==> config.mk <==
export PLATFORM = sky130hd
export DESIGN_NAME = serdes_tx_framer
export DESIGN_NICKNAME = d
export VERILOG_FILES = /design/src/rtl/serdes_link_pkg.sv /design/src/rtl/serdes_tx_framer.sv
export SDC_FILE = /design/constraint.sdc
export NUM_CORES = 1
export LEC_CHECK = 0
export ABC_AREA = 0
export BUFFER_PORTS_ARGS = -buffer_cell sky130_fd_sc_hd__buf_2
export CAP_MARGIN = 20
export CORE_ASPECT_RATIO = 0.7
export CORE_MARGIN = 2
export CORE_UTILIZATION = 62
export DETAILED_ROUTE_END_ITERATION = 8
export PLACE_DENSITY = 0.95
export SYNTH_ARGS = -nofsm -noshare
export SYNTH_HDL_FRONTEND = slang
export SYNTH_SLANG_ARGS = --single-unit
==> constraint.sdc <==
create_clock -name sclk -period 2.3 [get_ports sclk]
set_input_delay 0.46 -clock sclk [delete_from_list [all_inputs] [get_ports sclk]]
set_output_delay 0.46 -clock sclk [all_outputs]
set_load 0.02 [all_outputs]
==> src/rtl/serdes_link_pkg.sv <==
// Link-layer constants shared by the transmit framer and the receive-side aligner:
// control nibbles, training pattern, link state encoding and the frame check nibble.
package serdes_link_pkg;

   localparam logic [3:0] SOF_NIB  = 4'h6;
   localparam logic [3:0] IDLE_NIB = 4'hA;

   // Training pattern, first nibble in the top position
   localparam logic [15:0] TRAIN_TBL = 16'hF0C3;

   typedef enum logic [2:0] {
      ST_DOWN,
      ST_TRAIN,
      ST_IDLE,
      ST_SOF,
      ST_DATA,
      ST_CHK
   } link_state_e;

   function automatic logic [3:0] train_nibble(input logic [1:0] idx);
      logic [3:0] nib;
      case (idx)
         2'd0:    nib = TRAIN_TBL[15:12];
         2'd1:    nib = TRAIN_TBL[11:8];
         2'd2:    nib = TRAIN_TBL[7:4];
         default: nib = TRAIN_TBL[3:0];
      endcase
      return nib;
   endfunction

   function automatic logic [3:0] chk_nibble(input logic [15:0] w);
      return w[15:12] ^ w[11:8] ^ w[7:4] ^ w[3:0];
   endfunction

endpackage

==> src/rtl/serdes_tx_framer.sv <==
// Transmit framer: trains the link, then wraps 16-bit words as SOF + 4 data nibbles + XOR check.
// One nibble per sclk, all outputs registered; back-to-back words run at one frame per 6 cycles.
module serdes_tx_framer
   import serdes_link_pkg::*;
#(
   parameter int TRAIN_LEN = 256
) (
   input  logic        sclk,
   input  logic        reset,
   input  logic        tx_start,
   input  logic        train,
   input  logic [15:0] din,
   input  logic        din_valid,
   output logic        din_ready,
   output logic [3:0]  txd,
   output logic        tx_ready
);

   localparam int             CW       = $clog2(TRAIN_LEN);
   localparam logic [CW-1:0]  CNT_LAST = CW'(TRAIN_LEN - 1);
   localparam logic [CW-1:0]  CNT_WRAP = CW'(TRAIN_LEN - 4);

   logic [1:0]    rst_sync_q, rst_sync_d;
   logic          rst_int;

   link_state_e   state_q, state_d;
   logic [CW-1:0] cnt_q, cnt_d;
   logic [15:0]   data_q, data_d;
   logic          train_pend_q, train_pend_d;
   logic [3:0]    txd_q, txd_d;
   logic          tx_ready_q, tx_ready_d;
   logic          din_ready_q, din_ready_d;
   logic          xfer;

   // Reset asserts immediately, releases two sclk edges later
   always_comb rst_sync_d = {rst_sync_q[0], 1'b0};

   always_ff @(posedge sclk or posedge reset) begin
      if (reset) rst_sync_q <= 2'b11;
      else       rst_sync_q <= rst_sync_d;
   end

   assign rst_int = rst_sync_q[1];
   assign xfer    = din_valid & din_ready_q;

   always_comb begin
      state_d      = state_q;
      cnt_d        = cnt_q;
      data_d       = data_q;
      // A train request seen mid-frame is remembered until the frame ends
      train_pend_d = train_pend_q | train;

      if (!tx_start) begin
         state_d      = ST_DOWN;
         cnt_d        = '0;
         train_pend_d = 1'b0;
      end else begin
         case (state_q)
            ST_DOWN: begin
               state_d      = ST_TRAIN;
               cnt_d        = '0;
               train_pend_d = 1'b0;
            end
            ST_TRAIN: begin
               train_pend_d = 1'b0;
               if (cnt_q == CNT_LAST && cnt_q[1:0] == 2'b11 && !train) begin
                  state_d = ST_IDLE;
                  cnt_d   = '0;
               end else if (cnt_q == CNT_LAST) begin
                  // Hold in the last pattern group so the nibble sequence keeps cycling
                  cnt_d = CNT_WRAP;
               end else begin
                  cnt_d = cnt_q + CW'(1);
               end
            end
            ST_IDLE, ST_CHK: begin
               if (xfer) begin
                  state_d = ST_SOF;
                  data_d  = din;
               end else if (train_pend_q || train) begin
                  state_d      = ST_TRAIN;
                  cnt_d        = '0;
                  train_pend_d = 1'b0;
               end else begin
                  state_d = ST_IDLE;
               end
            end
            ST_SOF: begin
               state_d = ST_DATA;
               cnt_d   = '0;
            end
            ST_DATA: begin
               if (cnt_q[1:0] == 2'b11) state_d = ST_CHK;
               cnt_d = cnt_q + CW'(1);
            end
            default: begin
               state_d = ST_DOWN;
               cnt_d   = '0;
            end
         endcase
      end

      // Outputs are precomputed from the next state so they register alongside it
      txd_d = 4'h0;
      case (state_d)
         ST_TRAIN: txd_d = train_nibble(cnt_d[1:0]);
         ST_IDLE:  txd_d = IDLE_NIB;
         ST_SOF:   txd_d = SOF_NIB;
         ST_DATA: begin
            case (cnt_d[1:0])
               2'd0:    txd_d = data_d[15:12];
               2'd1:    txd_d = data_d[11:8];
               2'd2:    txd_d = data_d[7:4];
               default: txd_d = data_d[3:0];
            endcase
         end
         ST_CHK:   txd_d = chk_nibble(data_d);
         default:  txd_d = 4'h0;
      endcase

      tx_ready_d  = (state_d != ST_DOWN) && (state_d != ST_TRAIN);
      din_ready_d = tx_start && !train_pend_d &&
                    ((state_d == ST_IDLE) || (state_d == ST_CHK));
   end

   always_ff @(posedge sclk or posedge rst_int) begin
      if (rst_int) begin
         state_q      <= ST_DOWN;
         cnt_q        <= '0;
         data_q       <= '0;
         train_pend_q <= 1'b0;
         txd_q        <= 4'h0;
         tx_ready_q   <= 1'b0;
         din_ready_q  <= 1'b0;
      end else begin
         state_q      <= state_d;
         cnt_q        <= cnt_d;
         data_q       <= data_d;
         train_pend_q <= train_pend_d;
         txd_q        <= txd_d;
         tx_ready_q   <= tx_ready_d;
         din_ready_q  <= din_ready_d;
      end
   end

   assign txd       = txd_q;
   assign tx_ready  = tx_ready_q;
   assign din_ready = din_ready_q;

endmodule

Word-level counts from Yosys, hierarchy flattened:

Index checks and enable logic that the tools add are counted.

* add/sub/neg operators: 1
* $mul: 0
* div/mod/pow operators: 0
* order comparisons: 0
* equality and inequality tests: 17
* shift-type cells: 0
* multiplexer cells: 22
* bitwise logic cells: 5
* reduce and logical (&&, ||, !) cells: 15

Operator list (number)
* 16-bit two-way mux: 3
* 8-bit two-way mux: 5
* 4-bit case mux with 3 select lines: 2
* 8-bit case mux with 3 select lines: 1
* 4-bit case mux with 5 select lines: 1
* 3-bit case mux with 5 select lines: 1
* 3-bit by 2-bit equality test with 1-bit output, second input constant: 4
* 3-bit equality test, second input constant: 4
* 4-bit bitwise XOR: 3
* 3-bit two-way mux: 3
* 8-bit by 1-bit adder with 8-bit output, second input constant: 1
* 8-bit equality test, second input constant: 1
* 3-bit by 1-bit equality test with 1-bit output, second input constant: 2
* 3-bit != test, second input constant: 2
* 1-bit logical AND: 5
* 2-bit equality test, second input constant: 2
* 2-bit two-way mux: 2
* 2-bit OR reduction: 2
* 3-bit logical NOT: 1
* 1-bit two-way mux: 3
* 3-bit by 1-bit != test with 1-bit output, second input constant: 1
* 3-bit nonzero test: 1
* 2-bit by 1-bit equality test with 1-bit output, second input constant: 1
* 1-bit logical NOT: 2
* other kinds (6): 7

* register bits after elaboration: 36
* latch bits: 0
* memory bits (writable): 0
* bits in read-only memories: 0
* bits of input ports: 21
* output and inout bits: 6
* memories: 0

Longest topological paths before layout:

Gate-level depths: netlist of run 1.

* depth after elaboration: 9
* gate-level depth with buffers: 11

Worst setup path after synthesis of run 1:

OpenSTA, ideal clock, no wires.

* path kind: register to register
* start point: reg state_q[0]
* end point: reg txd_q[2], in the netlist txd[2]
* arrival time: 2395 ps
* setup slack: -223 ps
* stages on the path, launching flop included: 10
* path buffers: 0
* path through: dfrtp_1 or3b_4 a21oi_1 nand2_1 a31oi_1 inv_1 ha_1 a221oi_1 nand2_1 a2111o_1

* elaborated cells between the ends (all ways): 29
* classes of those cells: 12 x eq/ne; 11 x mux; 3 x bitwise; 3 x reduce/logical

RTL lines
* from (decl): RTL line serdes_tx_framer.sv:26 `link_state_e state_q, state_d;`
* from (signal assigned): RTL line serdes_tx_framer.sv:136 `state_q <= state_d;`
* 3-bit by 2-bit equality test with 1-bit output or 3-bit equality test (tied branches): RTL line serdes_tx_framer.sv:58 `case (state_q)`
* 2-bit OR reduction: RTL line serdes_tx_framer.sv:58
* 8-bit case mux with 3 select lines *: RTL line serdes_tx_framer.sv:58
* 8-bit two-way mux *: RTL line serdes_tx_framer.sv:53 `if (!tx_start) begin`
* net cnt_d[0]: RTL line serdes_tx_framer.sv:27 `logic [CW-1:0] cnt_q, cnt_d;`
* 2-bit equality test (tied with other cells): RTL line serdes_link_pkg.sv:22, serdes_tx_framer.sv:110
* 4-bit case mux with 3 select lines (on tied branches): RTL line serdes_tx_framer.sv:110, serdes_link_pkg.sv:22
* 4-bit case mux with 5 select lines *: RTL line serdes_tx_framer.sv:105 `case (state_d)`
* net txd_d[2]: RTL line serdes_tx_framer.sv:30 `logic [3:0] txd_q, txd_d;`
* to (signal assigned): RTL line serdes_tx_framer.sv:140 `txd_q <= txd_d;`
* to (decl): RTL line serdes_tx_framer.sv:30

The timed path passes the listed nets; every way through them passes the cells marked *.
A chain may end at the register's enable or synchronous reset.

Worst setup path after layout of run 1:

* start point: reg state_q[2]
* end point: reg txd_q[2], in the netlist txd[2]

* word-level cells in the longest chain between the ends: 8
* elaborated cells between the ends (all ways): 29
* classes of those cells: 12 x eq/ne; 11 x mux; 3 x bitwise; 3 x reduce/logical

RTL lines
* 3-bit by 2-bit equality test with 1-bit output or 3-bit equality test (tied branches): RTL line serdes_tx_framer.sv:58
* 2-bit OR reduction *: RTL line serdes_tx_framer.sv:58
* 16-bit two-way mux *: RTL line serdes_tx_framer.sv:58
* 16-bit two-way mux *: RTL line serdes_tx_framer.sv:53
* net data_d[10]: RTL line serdes_tx_framer.sv:28 `logic [15:0] data_q, data_d;`
* 4-bit bitwise XOR (3 in a row): RTL line serdes_link_pkg.sv:32 `return w[15:12] ^ w[11:8] ^ w[7:4] ^ w[3:0];`
* 4-bit case mux with 5 select lines *: RTL line serdes_tx_framer.sv:105
* net txd_d[2]: RTL line serdes_tx_framer.sv:30

Marked as above.

==> impl.org, run 1 <==
** Run status
- The flow ran to the end, but the final reports show violations.
- The final reports fail on DRC, setup timing.

** Layout
- Final Net Count :: around 310
- Cells with a size suffix above 1 make up 49.3% of the layout.
- The finished layout holds about 330 standard cells, fillers aside.
- Leaving out fill and tap cells, the most frequent cell in the layout is sky130_fd_sc_hd__buf_4.
- Area growth, synth to finish :: 40.9%
- Top library cells by usage in the layout, fill and taps aside :: sky130_fd_sc_hd__buf_4 (41), sky130_fd_sc_hd__dfrtp_1 (34), sky130_fd_sc_hd__buf_2 (26)
- 0 antenna diodes ended up in the layout.

** Floorplan
- Number of rows created at floorplan :: 17
- Starting utilization of the core area :: ~66%
- The floorplan step defined a core boundary enclosing 0.00321 sq mm.
- Die W :: roughly 74 um
- Die height :: ~53 um
- Ports :: 27
- The die covers roughly 0.0039 sq mm.

** Global routing
- The initial antenna violation count came to 0.
- Remaining global-route overflow :: 0
- First-pass GRT wire length :: between 10000 and 15000 um
- Total routing resource utilization after global routing :: between 40% and 50%
- Entering global routing, the biggest net connects 35 pins.
- The number of global-route vias before repair was approximately 2300.

** Setup path
- Worst Setup End Kind :: flip-flop
- Cell depth of the worst flop-to-flop path :: 9
- Signal arrival time at the worst endpoint :: 2.85 ns
- Critical path fanouts, max :: 5
- In this run the critical register-to-register path is launched from state_q[2].
- Delay of the slowest critical-path stage :: ~0.46 ns
- CP startpoint kind :: flip-flop
- In this run the critical register-to-register path is captured at txd[2].
- The worst register-to-register path has a setup slack of -0.36 ns.
- In this run the worst setup path terminates at txd[2].
- Critical path start-end classification :: reg -> reg
- The slowest stage of the critical path belongs to the cell sky130_fd_sc_hd__or3b_4.
- Traced cell by cell, the critical path runs through or3b_4 > a211oi_4 > buf_6 > buf_6 > buf_4 > mux2_4 > nand2_1 > nand2_1 > a2111o_1.
- STA puts the critical path data required time at between 2 and 2.5 ns.
- CP Launch Point :: state_q[2]

** Placement
- Cells after DPL :: between 300 and 400
- The congestion estimate from routability-driven global placement came to ~0.86.
- Once detailed placement completed, the half-perimeter wirelength came to 4040 um.
- Before CTS, the worst setup slack after placement is -0.189 ns.
- IO Port Bufs :: 26

** Timing
- Portion of the clock cycle consumed by the worst path in the final layout :: 116%
- Measured against its own limit, the worst slew margin works out to approximately 64%.
- Total negative slack :: -1.43 ns
- The count of pins over their slew limit is 0.
- Transition at the pin with the smallest max-transition slack :: around 0.53 ns
- Setup violations remaining at the end of the flow were counted as 6.
- Min setup slack post-route :: -0.363 ns
- Worst hold slack :: roughly 0.21 ns
- Number of failing hold endpoints at the final stage :: 0
- Peak Freq :: about 380 MHz
- Shortest period the worst path allows :: about 2.7 ns
- Clock skew on the completed layout was measured at slightly above 0.01 ns.
- Setup repair after global routing could not meet its margin everywhere.

** Power and ir drop
- After layout, the design draws a total of ~0.0015 W.
- The worst-case IR drop observed on VDD is around 550 uV.
- Summed over all cells, the static leakage comes to 1.41 nW.
- Dividing total power by cell area gives a power density of 491 mW/mm^2.

** Clock tree
- Clk Tree Root Cell :: sky130_fd_sc_hd__clkbuf_8
- Number of buffers on the longest clock path :: 2
- Clock-pin slew was measured on the worst setup and hold paths at approximately 0.080 ns.
- In this run, CTS created clock tree buffers numbering 5.
- TritonCTS clock tree :: built
- In this run the number of H-tree levels came out at 2.
- Insertion delay of the later-clocked pin in the worst-skew pair :: 0.30 ns
- Number of clock sinks :: 36

** Logic synthesis
- By area the synthesized netlist is led by sky130_fd_sc_hd__dfrtp_1 (40%), sky130_fd_sc_hd__mux2_2 (6.9%), sky130_fd_sc_hd__xnor2_1 (6.6%).
- Sequential cells were found to cover 42.5% of the synthesized design area.
- Count of distinct cell types in the synthesized netlist :: 51
- Prevailing post-synth register cell :: sky130_fd_sc_hd__dfrtp_1
- Total number of yosys warnings :: 0
- Post-synth top area share :: 40.0%
- Synthesized area :: 0.00213 sq mm
- Synthesis handed over a netlist of 209 instances.
- Synth Register Bits :: 36
- Number of enable flip-flop cells after synthesis :: 0
- Yosys top cell by area :: sky130_fd_sc_hd__dfrtp_1
- Post-synthesis net count :: ~240
- A synthesized cell averages slightly above 10 sq um.
- For this run, asynchronously set or reset flops after synthesis account for between 90% and 100%.

** Detailed routing
- The first routing iteration left 529 violations.
- Number of vias per cell :: between 7 and 8
- Total number of vias :: 2453
- The detail route stage leaves a number of antenna-violating nets equal to 0.
- WL per Instance :: ~29 um
- After detailed routing, the number of remaining DRC violations is 62.
- The first detailed-routing pass ran for 9 iterations.
- Routed WL :: just under 10000 um

** Job
- Max-cap violation count :: 0

** Worst hold path
- Worst hold path type :: in -> async
## layer usage
metal	up-vias	track usage, %	part of all wire (%)
li1	893	-	-
met1	1101	58.9	33
met2	326	71.1	40
met3	133	16.4	16
met4	0	35.2	11
met5	-	0	0
## critical path: cells and delay by family, from the launching register on
family | cells | cell delay, ns
buffers and inverters | 3 | 0.42
muxes | 1 | 0.32
AOI/OAI and AO/OA | 2 | 0.71
DFF | 1 | 0.44
and+or+nand+nor | 3 | 0.65
## cell usage after synthesis (3+ instances only)
cell	instances
sky130_fd_sc_hd__nor2b_1	4
sky130_fd_sc_hd__mux2_2	13
sky130_fd_sc_hd__xor2_1	3
sky130_fd_sc_hd__a21oi_1	8
sky130_fd_sc_hd__buf_4	3
sky130_fd_sc_hd__xnor2_1	16
sky130_fd_sc_hd__ha_1	5
sky130_fd_sc_hd__a221oi_1	3
sky130_fd_sc_hd__o21ai_0	15
sky130_fd_sc_hd__a211oi_1	4
sky130_fd_sc_hd__nor2_1	16
sky130_fd_sc_hd__nand2_1	18
sky130_fd_sc_hd__nor3_1	4
sky130_fd_sc_hd__nand3_1	6
sky130_fd_sc_hd__dfrtp_1	34
sky130_fd_sc_hd__and3_1	3
sky130_fd_sc_hd__mux2_1	3
sky130_fd_sc_hd__inv_1	10
## power by group
part / switching (W) / total, W / internal, W
Clock: 0.000246 / 0.000629 / 0.000383
Sequential: 0.00000621 / 0.000651 / 0.000645
Combinational: 0.000117 / 0.000193 / 0.0000765
Total: 0.000368 / 0.00147 / 0.00110
## metrics by stage
step	util [%]	area [sq um]
after floorplan	-	2160
after global placement	80.9	2600
after detailed placement	80.9	2600
after CTS	90.5	2910
after global routing	93.3	3000
final	93.3	3000
## worst min path at each step
stage	slack [ns]	end	start
detailed placement	0.35	data_q[5]	rst_sync_q[1]
floorplan	0.35	rst_sync_q[1]	rst_sync_q[0]
global placement	0.35	txd[1]	rst_sync_q[1]
finish	0.21	rst_sync_q[1]	reset
CTS	0.17	rst_sync_q[1]	reset
global route	0.20	rst_sync_q[1]	reset
## flip-flops by register name (all words and copies together), names as in the netlist
name and flops:
txd 4, tx_ready 1, state_q 3, data_q 16, rst_sync_q 2, din_ready 1
train_pend_q 1, cnt_q 8
## layout make-up
type                    count  area (sq um)
clock buffers               7          96.3
clock inverters             1          30.0
fillers                    89           214
inverters                  10          37.5
multi-input cells         157          1370
flip-flops and latches     36           903
well taps                  47          58.8
repair buffers             73           505
## timing repair
action,in CTS,in global routing
endpoints found under the setup margin,4,7
buffers inserted,4,3
cloned,1,0
endpoints found under the hold margin,0,0
hold buffers,0,0
resized for setup,40,15
pin swaps,18,8
## cell families after synthesis
family	synth area share, %
xor+xnor	7.82
flops	42.5
compound gates	17.9
mux	8.94
other cells	0.176
buf+inv	3.82
simple gates	15.9
fa+ha+maj	2.94
Note: power is estimated with default switching activity, not from simulation.
==> run 2, diff against run 1 <==
--- a/config.mk
+++ b/config.mk
@@ -10,7 +10,7 @@
 export CAP_MARGIN = 20
-export CORE_ASPECT_RATIO = 0.7
+export CORE_ASPECT_RATIO = 0.75
 export CORE_MARGIN = 2
-export CORE_UTILIZATION = 62
+export CORE_UTILIZATION = 57
 export DETAILED_ROUTE_END_ITERATION = 8
-export PLACE_DENSITY = 0.95
+export PLACE_DENSITY = 0.91
 export SYNTH_ARGS = -nofsm -noshare
==> constraint.sdc (replaced) <==
create_clock -name sclk -period 2.5 [get_ports sclk]
set_input_delay 0.25 -clock sclk [delete_from_list [all_inputs] [get_ports sclk]]
set_output_delay 0.25 -clock sclk [all_outputs]
set_load 0.02 [all_outputs]
==> impl.org, run 2 (synthesis results as in run 1) <==
** Clock tree
- Clock-pin slew on the worst setup and hold paths :: 0.08 ns (about the same)
- The number of buffers on the longest clock path came to 2 (unchanged).
- The clock latency reported for the late side of the worst-skew pair came to 0.29 ns (was 0.30 ns).
- Number of CTS-inserted buffers :: 5 (unchanged)
- The number of clock sinks is 36 (unchanged).
- TritonCTS clock tree :: built (unchanged)
- The buffer type at the clock tree root is sky130_fd_sc_hd__clkbuf_8 (unchanged).
- Number of H-tree branching levels :: 2 (unchanged)

** Run status
- Violations in the final reports: setup timing (was DRC, setup timing).
- Outcome: finished, violations left (unchanged).

** Layout
- Total inserted antenna cells :: 0 (unchanged)
- Top library cells by usage in the layout, fill and taps aside: sky130_fd_sc_hd__dfrtp_1 (34), sky130_fd_sc_hd__buf_2 (26), sky130_fd_sc_hd__nand2_1 (18) (was sky130_fd_sc_hd__buf_4 (41), sky130_fd_sc_hd__dfrtp_1 (34), sky130_fd_sc_hd__buf_2 (26)).
- Area growth, synth to finish :: 21.8% (was 40.9%)
- Fraction of layout instances using a drive strength above 1 :: 34.9% (was 49.3%)
- The final-stage net count came to 280 (was 309).
- Biggest register :: data_q (unchanged)
- Most common cell after layout, fill and taps aside :: sky130_fd_sc_hd__dfrtp_1 (was sky130_fd_sc_hd__buf_4)
- Largest register FFs :: 16 (unchanged)

** Floorplan
- The overall die width came to 74.5 um (was 74.0 um).
- The initial standard-cell utilization of the core was 58.9% (was 66.2%).
- Die height :: 56.9 um (was 53.0 um)
- Die Outline Area :: 0.00424 sq mm (was 0.00392 sq mm)
- Number of rows created at floorplan :: 19 (was 17)
- The core outline area came to 0.00361 sq mm (was 0.00321 sq mm).
- The total I/O pin count came to 27 (unchanged).

** Setup path
- The path depth of the worst reg2reg path came to 7 (was 9).
- The required arrival time at the worst endpoint came to 2.67 ns (was 2.48 ns).
- Worst Setup End Kind :: flip-flop (unchanged)
- The capture point of the worst reg-to-reg path is txd[2] (unchanged).
- The standard cell with the maximum stage delay on the critical path is sky130_fd_sc_hd__or3b_4 (unchanged).
- Setup slack of the most critical reg-to-reg path :: -0.05 ns (was -0.36 ns)
- Critical path fanouts, max :: 3 (was 5)
- The sort of element at the start of the critical path is a flip-flop (unchanged).
- The largest incremental delay on the critical path is 0.44 ns (was 0.46 ns).
- Signal arrival time at the worst endpoint :: 2.72 ns (was 2.85 ns)
- Crit path max-delay family :: compound AO/OA/AOI/OAI gates (unchanged)
- Buffering stage count on the worst path with inverters included :: 1 (was 3)
- Critical path start-end classification :: reg -> reg (unchanged)
- The beginning of the worst register-to-register path was state_q[2] (unchanged).
- Critical path cell sequence :: or3b_4 > a211oi_4 > buf_4 > mux2_4 > a221oi_2 > nand2_1 > a2111o_1 (was or3b_4 > a211oi_4 > buf_6 > buf_6 > buf_4 > mux2_4 > nand2_1 > nand2_1 > a2111o_1)

** Power and ir drop
- Total Power :: 0.00114 W (was 0.00147 W)
- The switching power share of the total came to 26.3% (was 25.0%).
- The fraction of power consumed by combinational cells is 11.2% (was 13.1%).
- Leakage power summed over all cells :: 1.21 nW (was 1.41 nW)
- The design internal power was 0.000844 W (was 0.00110 W).
- The share of total power in the clock network came to 36.7% (was 42.7%).
- Power density of the placed cells :: 442 mW/mm^2 (was 491 mW/mm^2)
- The peak supply drop is 378 uV (was 546 uV).
- The switching power of the nets is 0.000301 W (was 0.000368 W).
- Portion of total power attributed to sequential cells :: 52.1% (was 44.2%)

** Detailed routing
- The number of search-and-repair iterations in the first detailed-routing pass came to 4 (was 9).
- Routed WL :: 5220 um (was 9670 um)
- The DRC marker count from the first detailed-route iteration came to 169 (was 529).
- Antenna violation net count after detailed routing :: 0 (unchanged)
- Number of vias per cell :: 5.85 (was 7.41)
- WL per Instance :: 17.0 um (was 29.2 um)
- The via count was 1795 (was 2453).
- # DRC :: 0 (was 62)

** Global routing
- The sum of overflow across all layers after global routing came to 0 (unchanged).
- The first-pass GRT wire length is 7770 um (was 13100 um).
- Antenna violations before repair :: 0 (unchanged)
- The number of global-route vias before repair is 1680 (was 2334).
- The pin count of the biggest net entering global routing is 35 (unchanged).
- Total routing resource utilization after global routing :: 24.8% (was 48.3%)

** Timing
- Shortest period the worst path allows :: 2.55 ns (was 2.66 ns)
- Number of failing hold endpoints at the final stage :: 0 (unchanged)
- The number of setup violations in the final report is 1 (was 6).
- Peak Freq :: 392 MHz (was 375 MHz)
- Worst hold slack :: 0.223 ns (was 0.207 ns)
- The transition at the pin with the smallest max-transition slack came to 0.553 ns (was 0.534 ns).
- The setup TNS is -0.0530 ns (was -1.43 ns).
- RSZ-0062 raised after global routing :: true (unchanged)
- Min setup slack post-route :: -0.0530 ns (was -0.363 ns)
- Portion of the clock cycle consumed by the worst path in the final layout :: 102% (was 116%)
- Slew headroom :: 62.6% (was 64.0%)
- Count of pins over their slew limit :: 0 (unchanged)
- The setup clock skew after layout was 0.0134 ns (was 0.0102 ns).

** Job
- Max-cap violation count :: 0 (unchanged)

** Worst hold path
- Cell depth of the worst hold path :: 2
- Worst min-delay path endpoint :: data_q[11]
- Hold Startpoint :: din[11]
- Worst hold path type :: in -> reg (was in -> async)

** Placement
- HPWL after detailed placement :: 3560 um (was 4040 um)
- IO Port Bufs :: 26 (unchanged)
- The worst setup timing slack at the placement stage is -0.0179 ns (was -0.189 ns).
- Placer Congestion :: 0.936 (was 0.863)
run 2: changes by cell type in the layout (fill, tap and decap cells not counted), moves of 3 or more:
cell,previous run,this run
sky130_fd_sc_hd__mux2_4,11,2
sky130_fd_sc_hd__buf_6,6,0
sky130_fd_sc_hd__nand2_1,14,18
sky130_fd_sc_hd__mux2_2,4,11
sky130_fd_sc_hd__buf_4,41,15
sky130_fd_sc_hd__nand2_2,4,0
sky130_fd_sc_hd__ha_1,0,3
run 2: per-layer routing:
metal	wire length (um)	global-route usage (%)	vias up
li1	-	-	837
met1	2270	35.1	849
met2	2470	39.2	92
met3	335	4.31	17
met4	143	7.65	0
met5	0	0	-
run 2: layout make-up:
class / instances / area [sq um]
clock inverters: 3 / 23.8
flip-flops and latches: 36 / 903
well taps: 52 / 65.1
inverters: 10 / 37.5
clock buffers: 5 / 68.8
repair buffers: 44 / 298
multi-input cells: 157 / 1190
fillers: 248 / 1020
run 2: timing repair:
item / in CTS / in global routing
resized for setup: 1 / 10
buffers inserted: 0 / 3
gates cloned: 0 / 1
hold endpoints to repair: 2 / 0
pin swaps: 0 / 4
hold buffers: 1 / 0
endpoints found under the setup margin: 1 / 2
run 2: power by group through the flow:
stage / clock network [W] / registers (W) / logic [W]
4_1_cts: 0.000428 / 0.000597 / 0.000121
5_1_grt: 0.000456 / 0.000597 / 0.000140
3_5_place_dp: 0 / 0.000608 / 0.000119
3_3_place_gp: 0 / 0.000607 / 0.000116
2_1_floorplan: 0 / 0.000615 / 0.0000685
6_report: 0.000420 / 0.000597 / 0.000128
run 2: worst max path at each step:
stage | depth (start not counted) | to | from | slack, ns
2_1_floorplan | 9 | txd[2] | state_q[0] | 0.04
3_3_place_gp | 9 | txd[2] | state_q[0] | 0.09
3_5_place_dp | 9 | txd[2] | state_q[0] | -0.02
4_1_cts | 12 | txd[2] | cnt_q[1] | 0.002
5_1_grt | 12 | txd[2] | cnt_q[1] | -0.13
6_report | 7 | txd[2] | state_q[2] | -0.05
run 2: metrics by stage:
stage	cells	area (sq um)	utilization, %
after global routing	307	2590	71.7
final	307	2590	71.7
after floorplan	209	2130	-
after CTS	303	2500	69.2
after detailed placement	294	2390	66.3
after global placement	294	2390	66.3
==> run 3, diff against run 2 <==
CAP_MARGIN = unset   (was 20)
PLACE_DENSITY = 0.79   (was 0.91)
==> impl.org, run 3 (synthesis results as in run 1) <==
** Worst hold path
- The worst min-delay path endpoint is data_q[10] (was data_q[11]).
- Cell depth of the worst hold path :: 2 (unchanged)
- The class of the tightest hold or removal check is in -> reg (unchanged).
- The source of the worst hold timing path was din[10] (was din[11]).

** Setup path
- The required arrival time at the worst endpoint was 2.66 ns (was 2.67 ns).
- Critical path fanouts, max :: 13 (was 3)
- Cell with the biggest individual delay on the critical path :: sky130_fd_sc_hd__or3b_4 (unchanged)
- Signal arrival time at the worst endpoint :: 2.66 ns (was 2.72 ns)
- Critical R2R Launch :: state_q[0] (was state_q[2])
- Delay of the slowest critical-path stage :: 0.43 ns (was 0.44 ns)
- Critical path cell sequence :: or3b_4 > a211oi_4 > buf_12 > mux2_2 > a221oi_1 > nand2_1 > a2111o_1 (was or3b_4 > a211oi_4 > buf_4 > mux2_4 > a221oi_2 > nand2_1 > a2111o_1)
- Worst Setup End Kind :: flip-flop (unchanged)
- The critical path start-end classification was reg -> reg (unchanged).
- CP startpoint kind :: flip-flop (unchanged)
- Cell depth of the worst flop-to-flop path :: 7 (unchanged)
- Critical R2R Capture :: txd[2] (unchanged)
- Setup slack of the most critical reg-to-reg path :: 0.003 ns (was -0.05 ns)

** Layout
- The final non-filler cell area came to 0.00260 sq mm (was 0.00259 sq mm).
- Top library cells by usage in the layout, fill and taps aside :: sky130_fd_sc_hd__dfrtp_1 (34), sky130_fd_sc_hd__buf_2 (26), sky130_fd_sc_hd__nand2_1 (18) (unchanged)
- The post-synthesis to final-layout area growth came to 22.4% (was 21.8%).
- The count of inserted antenna diode cells came to 0 (unchanged).
- Final Net Count :: 280 (unchanged)
- Biggest register :: data_q (unchanged)
- Most common cell after layout, fill and taps aside :: sky130_fd_sc_hd__dfrtp_1 (unchanged)
- The fill cell total of the finished layout was 271 (was 248).
- The flip-flop count of the largest register after layout came to 16 (unchanged).
- The final core utilization is 72.0% (was 71.7%).
- The fraction of layout cells with a size suffix above 1 is 34.5% (was 34.9%).

** Clock tree
- TritonCTS clock tree :: built (unchanged)
- The clock-pin transition on the worst setup and hold timing paths came to 0.07 ns (was 0.08 ns).
- The number of buffers on the longest clock path is 2 (unchanged).
- The clock latency reported for the late side of the worst-skew pair was 0.28 ns (was 0.29 ns).
- Number of CTS-inserted buffers :: 5 (unchanged)
- The buffer type at the clock tree root was sky130_fd_sc_hd__clkbuf_8 (unchanged).
- Number of clock sinks :: 36 (unchanged)
- The maximum level of the CTS H-tree came to 2 (unchanged).

** Timing
- Setup skew after layout :: 0.00455 ns (was 0.0134 ns)
- RSZ-0062 raised after global routing :: true (unchanged)
- Final-report setup violation count :: 0 (was 1)
- The transition at the pin with the smallest max-transition slack is 0.530 ns (was 0.553 ns).
- Number of failing hold endpoints at the final stage :: 0 (unchanged)
- Shortest period the worst path allows :: 2.50 ns (was 2.55 ns)
- Peak Freq :: 400 MHz (was 392 MHz)
- Count of pins over their slew limit :: 0 (unchanged)
- The normalized max-slew margin is 64.4% (was 62.6%).
- Portion of the clock cycle consumed by the worst path in the final layout :: 99.9% (was 102%)

** Detailed routing
- The final antenna-violating net count came to 0 (unchanged).
- DR iter-0 viols :: 132 (was 169)
- WL per Instance :: 14.2 um (was 17.0 um)
- Number of vias per cell :: 5.50 (was 5.85)
- The number of search-and-repair iterations in the first detailed-routing pass was 4 (unchanged).
- The final wirelength is 4360 um (was 5220 um).
- # DRC :: 0 (unchanged)
- The via count was 1687 (was 1795).

** Placement
- HPWL after detailed placement :: 3260 um (was 3560 um)
- Placer Congestion :: 0.841 (was 0.936)
- Dpl cell area :: 0.00242 sq mm (was 0.00239 sq mm)
- The number of port buffers is 26 (unchanged).

** Floorplan
- Die height :: 56.9 um (unchanged)
- The core outline area is 0.00361 sq mm (unchanged).
- The overall die width came to 74.5 um (unchanged).
- The die area came to 0.00424 sq mm (unchanged).
- Number of rows created at floorplan :: 19 (unchanged)
- Starting utilization of the core area :: 58.9% (unchanged)
- Ports :: 27 (unchanged)

** Power and ir drop
- The leakage component of the power is 1.23 nW (was 1.21 nW).
- The peak supply drop is 574 uV (was 378 uV).
- Power density of the placed cells :: 488 mW/mm^2 (was 442 mW/mm^2)
- The total design power was 0.00127 W (was 0.00114 W).

** Global routing
- The number of global-route vias before repair was 1593 (was 1680).
- First-pass GRT wire length :: 7140 um (was 7770 um)
- The sum of overflow across all layers after global routing came to 0 (unchanged).
- The pin count of the biggest net entering global routing was 35 (unchanged).
- The total global routing track utilization came to 22.6% (was 24.8%).
- Antenna violations before repair :: 0 (unchanged)

** Run status
- Outcome :: finished, final reports clean (was finished, violations left)

** Job
- Max-cap violation count :: 0 (unchanged)
[run 3: routing by layer]
layer  vias up  global-route usage, %  wire (um)
met4         0                   6.89         64
li1        829                      -          -
met1       795                   33.6       2140
met5         -                      0          0
met2        55                   32.9       1870
met3         8                   5.39        286
[run 3: metrics by stage]
stage | TNS (ns) | worst slack (ns) | cells | hold WS [ns]
2_1_floorplan | 0 | 0.0443 | 209 | 0.162
5_1_grt | -0.0579 | -0.0579 | 307 | 0.221
6_report | 0 | 0.00287 | 307 | 0.231
4_1_cts | 0 | 0.00930 | 306 | 0.219
3_3_place_gp | 0 | 0.0577 | 297 | 0.272
3_5_place_dp | -0.0630 | -0.0630 | 297 | 0.275
[run 3: critical path, delay by kind of cell (launching register included)]
family | cells | cell delay, ns
mux | 1 | 0.36
buf+inv | 1 | 0.18
compound gates | 3 | 0.91
simple gates | 2 | 0.53
flops | 1 | 0.38
[run 3: how the worst max path moves through the flow]
stage | start | to | slack, ns
2_1_floorplan | state_q[0] | txd[2] | 0.04
3_3_place_gp | state_q[0] | txd[2] | 0.06
3_5_place_dp | state_q[0] | txd[2] | -0.06
4_1_cts | state_q[0] | txd[2] | 0.009
5_1_grt | state_q[0] | txd[2] | -0.06
6_report | state_q[0] | txd[2] | 0.003
[run 3: cell type report]
type / count / area, sq um / share of cell area [%]
clock buffers: 7 / 96.3 / 3.70
multi-input cells: 157 / 1190 / 45.7
well taps: 52 / 65.1 / 2.50
inverters: 10 / 37.5 / 1.44
repair buffers: 44 / 280 / 10.8
flip-flops and latches: 36 / 903 / 34.7
clock inverters: 1 / 30.0 / 1.15
[run 3: repair_timing]
action / in CTS / in global routing
pin swaps: 0 / 1
hold endpoints to repair: 2 / 0
hold buffers: 1 / 0
setup buffers: 0 / 1
gates resized for setup: 2 / 7
endpoints found under the setup margin: 1 / 2
[run 3: power by group]
group | internal, W | total [W] | switching (W)
combinational | 0.0000541 | 0.000126 | 0.0000723
sequential | 0.000593 | 0.000596 | 0.00000291
clock | 0.000352 | 0.000547 | 0.000195
total | 0.000999 | 0.00127 | 0.000270
